--- config.mk ---
export PLATFORM = sky130hd
export DESIGN_NAME = regfile_multiport
export DESIGN_NICKNAME = d
export VERILOG_FILES = /design/src/rtl/regfile_multiport.sv
export SDC_FILE = /design/constraint.sdc
export NUM_CORES = 2
export LEC_CHECK = 0
export CAP_MARGIN = 10
export CORE_UTILIZATION = 25
export CTS_CLUSTER_SIZE = 12
export DETAILED_ROUTE_END_ITERATION = 10
export GPL_ROUTABILITY_DRIVEN = 0
export MAX_ROUTING_LAYER = met4
export SETUP_SLACK_MARGIN = 0.02
export SYNTH_ARGS = -nofsm -noshare
export SYNTH_HDL_FRONTEND = slang
export SYNTH_SLANG_ARGS = --single-unit
--- constraint.sdc ---
create_clock -name clk -period 12.7 [get_ports clk]
set_input_delay 3.175 -clock clk [delete_from_list [all_inputs] [get_ports clk]]
set_output_delay 3.175 -clock clk [all_outputs]
set_load 0.01 [all_outputs]
--- src/rtl/regfile_multiport.sv ---
// Multi-read, single-write register file with r0 hardwired to zero and a post-reset clearing sweep.
// Optional write-through forwarding to the read ports when RF_BYPASS_EN is defined.
module regfile_multiport #(
  parameter int DATA_W = 64,
  parameter int ADDR_W = 5,
  parameter int NUM_RD = 2
) (
  input  logic                     clk,
  input  logic                     rst_n,
  input  logic [NUM_RD*ADDR_W-1:0] rd_addr,
  output logic [NUM_RD*DATA_W-1:0] rd_data,
  input  logic                     wr_en,
  input  logic [ADDR_W-1:0]        wr_addr,
  input  logic [DATA_W-1:0]        wr_data,
  output logic                     ready,
  output logic                     wr_drop
);

  localparam int DEPTH = 2**ADDR_W;
  localparam logic [ADDR_W:0] LAST = (ADDR_W+1)'(DEPTH-1);

  typedef enum logic {INIT, RUN} state_e;

  state_e            state_q;
  logic [ADDR_W:0]   cnt_q;
  logic              ready_q;
  logic              drop_q;

  logic [DATA_W-1:0] mem_q [1:DEPTH-1];

  logic              run_wr;
  logic              mem_we;
  logic [ADDR_W-1:0] mem_wa;
  logic [DATA_W-1:0] mem_wd;

  assign run_wr = (state_q == RUN) && wr_en && (wr_addr != '0);

  // The sweep and the architectural write share one RAM port.
  always_comb begin
    mem_we = 1'b0;
    mem_wa = wr_addr;
    mem_wd = wr_data;
    if (state_q == INIT) begin
      mem_we = 1'b1;
      mem_wa = cnt_q[ADDR_W-1:0];
      mem_wd = '0;
    end else if (run_wr) begin
      mem_we = 1'b1;
    end
  end

  always_ff @(posedge clk) begin
    if (mem_we) mem_q[mem_wa] <= mem_wd;
  end

  always_ff @(posedge clk or negedge rst_n) begin
    if (!rst_n) begin
      state_q <= INIT;
      cnt_q   <= (ADDR_W+1)'(1);
      ready_q <= 1'b0;
      drop_q  <= 1'b0;
    end else begin
      unique case (state_q)
        INIT: begin
          cnt_q  <= cnt_q + (ADDR_W+1)'(1);
          drop_q <= wr_en;
          if (cnt_q == LAST) begin
            state_q <= RUN;
            ready_q <= 1'b1;
          end
        end
        RUN: begin
          drop_q <= 1'b0;
        end
        default: begin
          state_q <= INIT;
        end
      endcase
    end
  end

  assign ready   = ready_q;
  assign wr_drop = drop_q;

  for (genvar k = 0; k < NUM_RD; k++) begin : g_rd
    logic [ADDR_W-1:0] a;
    assign a = rd_addr[k*ADDR_W +: ADDR_W];
    always_comb begin
      rd_data[k*DATA_W +: DATA_W] = '0;
      if (state_q == RUN && a != '0) begin
`ifdef RF_BYPASS_EN
        if (run_wr && wr_addr == a)
          rd_data[k*DATA_W +: DATA_W] = wr_data;
        else
          rd_data[k*DATA_W +: DATA_W] = mem_q[a];
`else
        rd_data[k*DATA_W +: DATA_W] = mem_q[a];
`endif
      end
    end
  end

endmodule

-- Yosys cells after proc, flatten, opt, wreduce, memory -nomap -nowiden
Memories as Yosys holds them, arrays and structs flattened.
Index checks and enable logic that the tools add are counted.
- register bits: 9
- bits in writable memories: 1984
- input port bits: 82
- memories: 1
- add/subtract/negate cells: 1
- equal/unequal tests: 1
- muxes and demuxes: 11
- bitwise logic cells: 1
- reductions and logical operators: 8
- memory list (name ; depth ; width ; rd ports ; clocked after memory_dff ; wr ports ; line ; source):
    mem_q ; 31 ; 64 ; 2 ; 0 ; 1 ; 29 ; logic [DATA_W-1:0] mem_q [1:DEPTH-1];
- operators by type and width (cell ; number):
    two-way mux 64 bit ; 3
    nonzero test 5 bit ; 3
    adder 6 x 1 -> 6 bit (second input constant) ; 1
    == test 6 x 5 -> 1 bit (second input constant) ; 1
    two-way mux 1 bit ; 6
    two-way mux 5 bit ; 1
    logical AND 1 bit ; 4
    case mux 1 bit (2 select lines) ; 1
    AND reduction 2 bit ; 1
    inverter 1 bit ; 1

-- Longest topological paths before layout
- depth in word-level cells: 6
- depth in mapped cells: 8
- gate-level depth less buffers: 4

-- Worst setup path after synthesis
No wires, ideal clock.
- kind: input to output
- start: input rd_addr[7]
- end: output rd_data[100]
- arrival time: 4.346 ns
- data required time: 9.525 ns
- path slack: 5.179 ns
- stages on the path: 6
- buffers on the path: 2
- cells stage by stage: buf_6 -> or3_4 -> o31a_4 -> buf_6 -> o21ai_1 -> nand4_1
- cells in the longest elaborated chain, start to end: 3
- ends and longest elaborated chain (element ; line ; source):
    start: declaration ; 10 ; input logic [NUM_RD*ADDR_W-1:0] rd_addr,
    parallel branches: the longest is 2 deep, another holds memory (31 x 64 bit) ; -- ;
    two-way mux 64 bit * ; 90 ; if (state_q == RUN && a != '0) begin
    end: declaration ; 11 ; output logic [NUM_RD*DATA_W-1:0] rd_data,
Mark *: on every way between the ends.

-- Final worst setup path
- start: input rd_addr[7]
- end: output rd_data[75]
Same word-level chain as after synthesis.

==> impl_metrics.tcl <==
set metrics [dict create \
    sw_frac_of_total_pct 24.3 \
    relSlewSlack_pct 12.8 \
    peakVddDrop_mv 0.105 \
    yosysWarnings 0 \
    reg2reg_depth 5 \
    grt_pass1_wl_um 469000 \
    syn_to_final_growth_pct 13.5 \
    final_cell_mix "1984 x edfxtp_1, 1921 x mux2i_1, 640 x a22oi_1" \
    synth_seq_cells 1993 \
    dpl.cell_count 11400 \
    clock_tree.root_cell "clkbuf_16" \
    grt_pass1_vias 63200 \
    setup-tns-final_ns 0 \
    clock_sinks 1993 \
    postCtsSetupBuffers 0 \
    core_area_mm2 0.377 \
    clock.fmax_ghz 0.0950 \
    post_drt_wl_per_cell_um 28.8 \
    via_count 62800 \
    finalHoldViolCount 0 \
    cp_common_cell "buf_4" \
    seq_area_mm2 0.0598 \
    hold_ws_ns 0.464 \
    clockPowerShare_pct 39.1 \
    cts_tree "built" \
    antenna_found_initial 30 \
    clk_path_buf_depth 4 \
    synth_area_mm2 0.0949 \
    clk_latency_ns 0.89 \
    final_common_cell "edfxtp_1" \
    ys_types 46 \
    synth_edf_count 1984 \
    p_int_mw 10.7 \
    path_cells "buf_8 > buf_4 > and2_4 > buf_4 > a22oi_1 > nand3_1 > nand4_1 > clkdlybuf4s50_1" \
    fin_nets 6655 \
    grt_max_degree 131 \
    min_period_ns 10.53 \
    htreeDepth 4 \
    fin_crit_sh_pct 82.9 \
    synth_nets 6619 \
    postCtsHoldBufs 0 \
    rsz0062_at_grt "no" \
    die_height_um 618 \
    finalSetupViolations 0 \
    status "finished clean" \
    holdPathStages 1 \
    post_cts_resized 0 \
    p_per_area_mw_per_mm2 131 \
    drt_iter0_markers 7675 \
    worstSetupEndpointType "output pin" \
    total_power_mw 14.1 \
    hold_class "flip-flop to flip-flop" \
    clk_pin_slew_ns 0.06 \
    die_w_um 618 \
    die_area_mm2 0.382 \
    ios 212 \
    leakagePower_nw 37.3 \
    p_sw_mw 3.43 \
    start_util_pct 25.2 \
    async_reset_ff_share_pct 0.452 \
    drt_pass1_iterations 5 \
    drive_gt1_share_pct 7.10 \
    worstSetupStartpointType "input pin" \
    finalNonFillerCells 11700 \
    drc 0 \
    seqPwrFrac_pct 51.4 \
    wl_um 337000 \
    slowest_stage "and2_4" \
    fillers 37600 \
    path_class "input pin to output pin" \
    antenna_left 0 \
    dpl.hpwl_um 186000 \
    crit_required_ns 9.52 \
    finClkSkew_ns 0.0405 \
    max_stage_delay_ns 1.01 \
    synth-seq-area-share_pct 63.0 \
    cts_buffers 206 \
    io_buffer_count 211 \
    path_max_fanout 58 \
    slew_viol_final 0 \
    avgSynthCellArea_um2 14.5 \
    worst_slew_pin_slew_ns 1.31 \
    grtUsageTotal_pct 17.5 \
    vias_per_cell 5.37 \
    synth_cells 6536 \
    combPwrFrac_pct 9.5 \
    synth_flop_cell "edfxtp_1" \
    cap_viol_max_count 0 \
    grt_overflow 0 \
    multi_input_area_mm2 0.0325 \
    worstPathArrival_ns 7.35 \
    rows 225 \
]
==> registers in the layout, summed over array words and instances (netlist names) <==
signal / cells
cnt_q: 6
state_q: 1
ready: 1
mem_q: 1984
wr_drop: 1
==> power groups by stage <==
stage,combinational (mW),clock (mW),sequential [mW]
global placement,1.33,0,7.40
detailed placement,1.34,0,7.40
floorplan,0.760,0,7.40
finish,1.35,5.52,7.26
CTS,1.35,5.59,7.26
global route,1.40,5.83,7.26
==> final cells by class <==
type / count / area share [%]
Antenna cell: 18 / 0.0418
Multi-Input combinational cell: 4020 / 30.2
Timing Repair Buffer: 346 / 3.12
Inverter: 5 / 0.0174
Clock inverter: 55 / 0.300
Tap cell: 4994 / 5.80
Sequential cell: 1993 / 55.5
Clock buffer: 261 / 5.02
==> cells in the mapped netlist (7+ instances only) <==
cell type	number	share of area, %
buf_1	41	0.16
clkbuf_1	158	0.62
nand2_1	142	0.56
nor2_1	166	0.66
buf_4	122	0.96
mux2i_1	1921	20
o21ai_1	122	0.64
o21ai_0	7	0.037
buf_2	139	0.73
nand4_1	129	0.85
a22oi_1	640	5.1
o22ai_1	88	0.58
dfrtp_1	8	0.21
a211oi_1	128	1.0
buf_6	55	0.65
nand3_1	386	2.0
nor2b_1	11	0.073
a21oi_1	130	0.69
edfxtp_1	1984	63
and2_1	68	0.45
o22ai_2	40	0.53
==> logic make-up (layout without fill, tap and decap cells) <==
logic type                 Yosys count  in the layout  share of synthesized area (%)
AOI/OAI and AO/OA                 1167           1167                           8.67
buffers and inverters              523            667                           3.18
adders and majority gates            1              1                         0.0132
xor gates and xnor gates             5              5                         0.0461
DFF                               1993           1993                           63.0
and+or+nand+nor                    924            924                           4.80
other                                0             18                              0
muxes                             1923           1923                           20.3
==> final timing paths <==
check / startpoint / slack, ns / endpoint
max: rd_addr[7] / 2.17 / rd_data[75]
min: cnt_q[5]$_DFFE_PN0N_ / 0.46 / cnt_q[5]$_DFFE_PN0N_
max reg2reg: state_q$_DFF_PN0_ / 8.06 / mem_q[2][29]$_DFFE_PP_
min reg2reg: cnt_q[5]$_DFFE_PN0N_ / 0.46 / cnt_q[5]$_DFFE_PN0N_
max in group asynchronous: rst_n / 9.75 / state_q$_DFF_PN0_
min in group asynchronous: rst_n / 2.63 / ready$_DFFE_PN0P_
==> worst max-delay path: cells and delay by family <==
kind / cells / cell delay (ns)
buffers and inverters: 4 / 2.33
and+or+nand+nor: 3 / 1.49
AOI/OAI and AO/OA: 1 / 0.12
==> metal layers <==
layer  GRT usage, %  wire length (µm)
met5              -                 0
met4           7.26             14600
met3           2.55             26000
met2           28.4            162000
met1           21.8            135000
==> per-stage QoR <==
step	util, %	area (µm²)	worst slack (ns)
2_1_floorplan	-	94900	5.18
3_3_place_gp	27.1	102000	2.18
3_5_place_dp	27.1	102000	2.26
4_1_cts	28.6	108000	2.23
5_1_grt	28.6	108000	2.16
6_report	28.6	108000	2.17
Note: power is estimated with default switching activity, not from simulation.
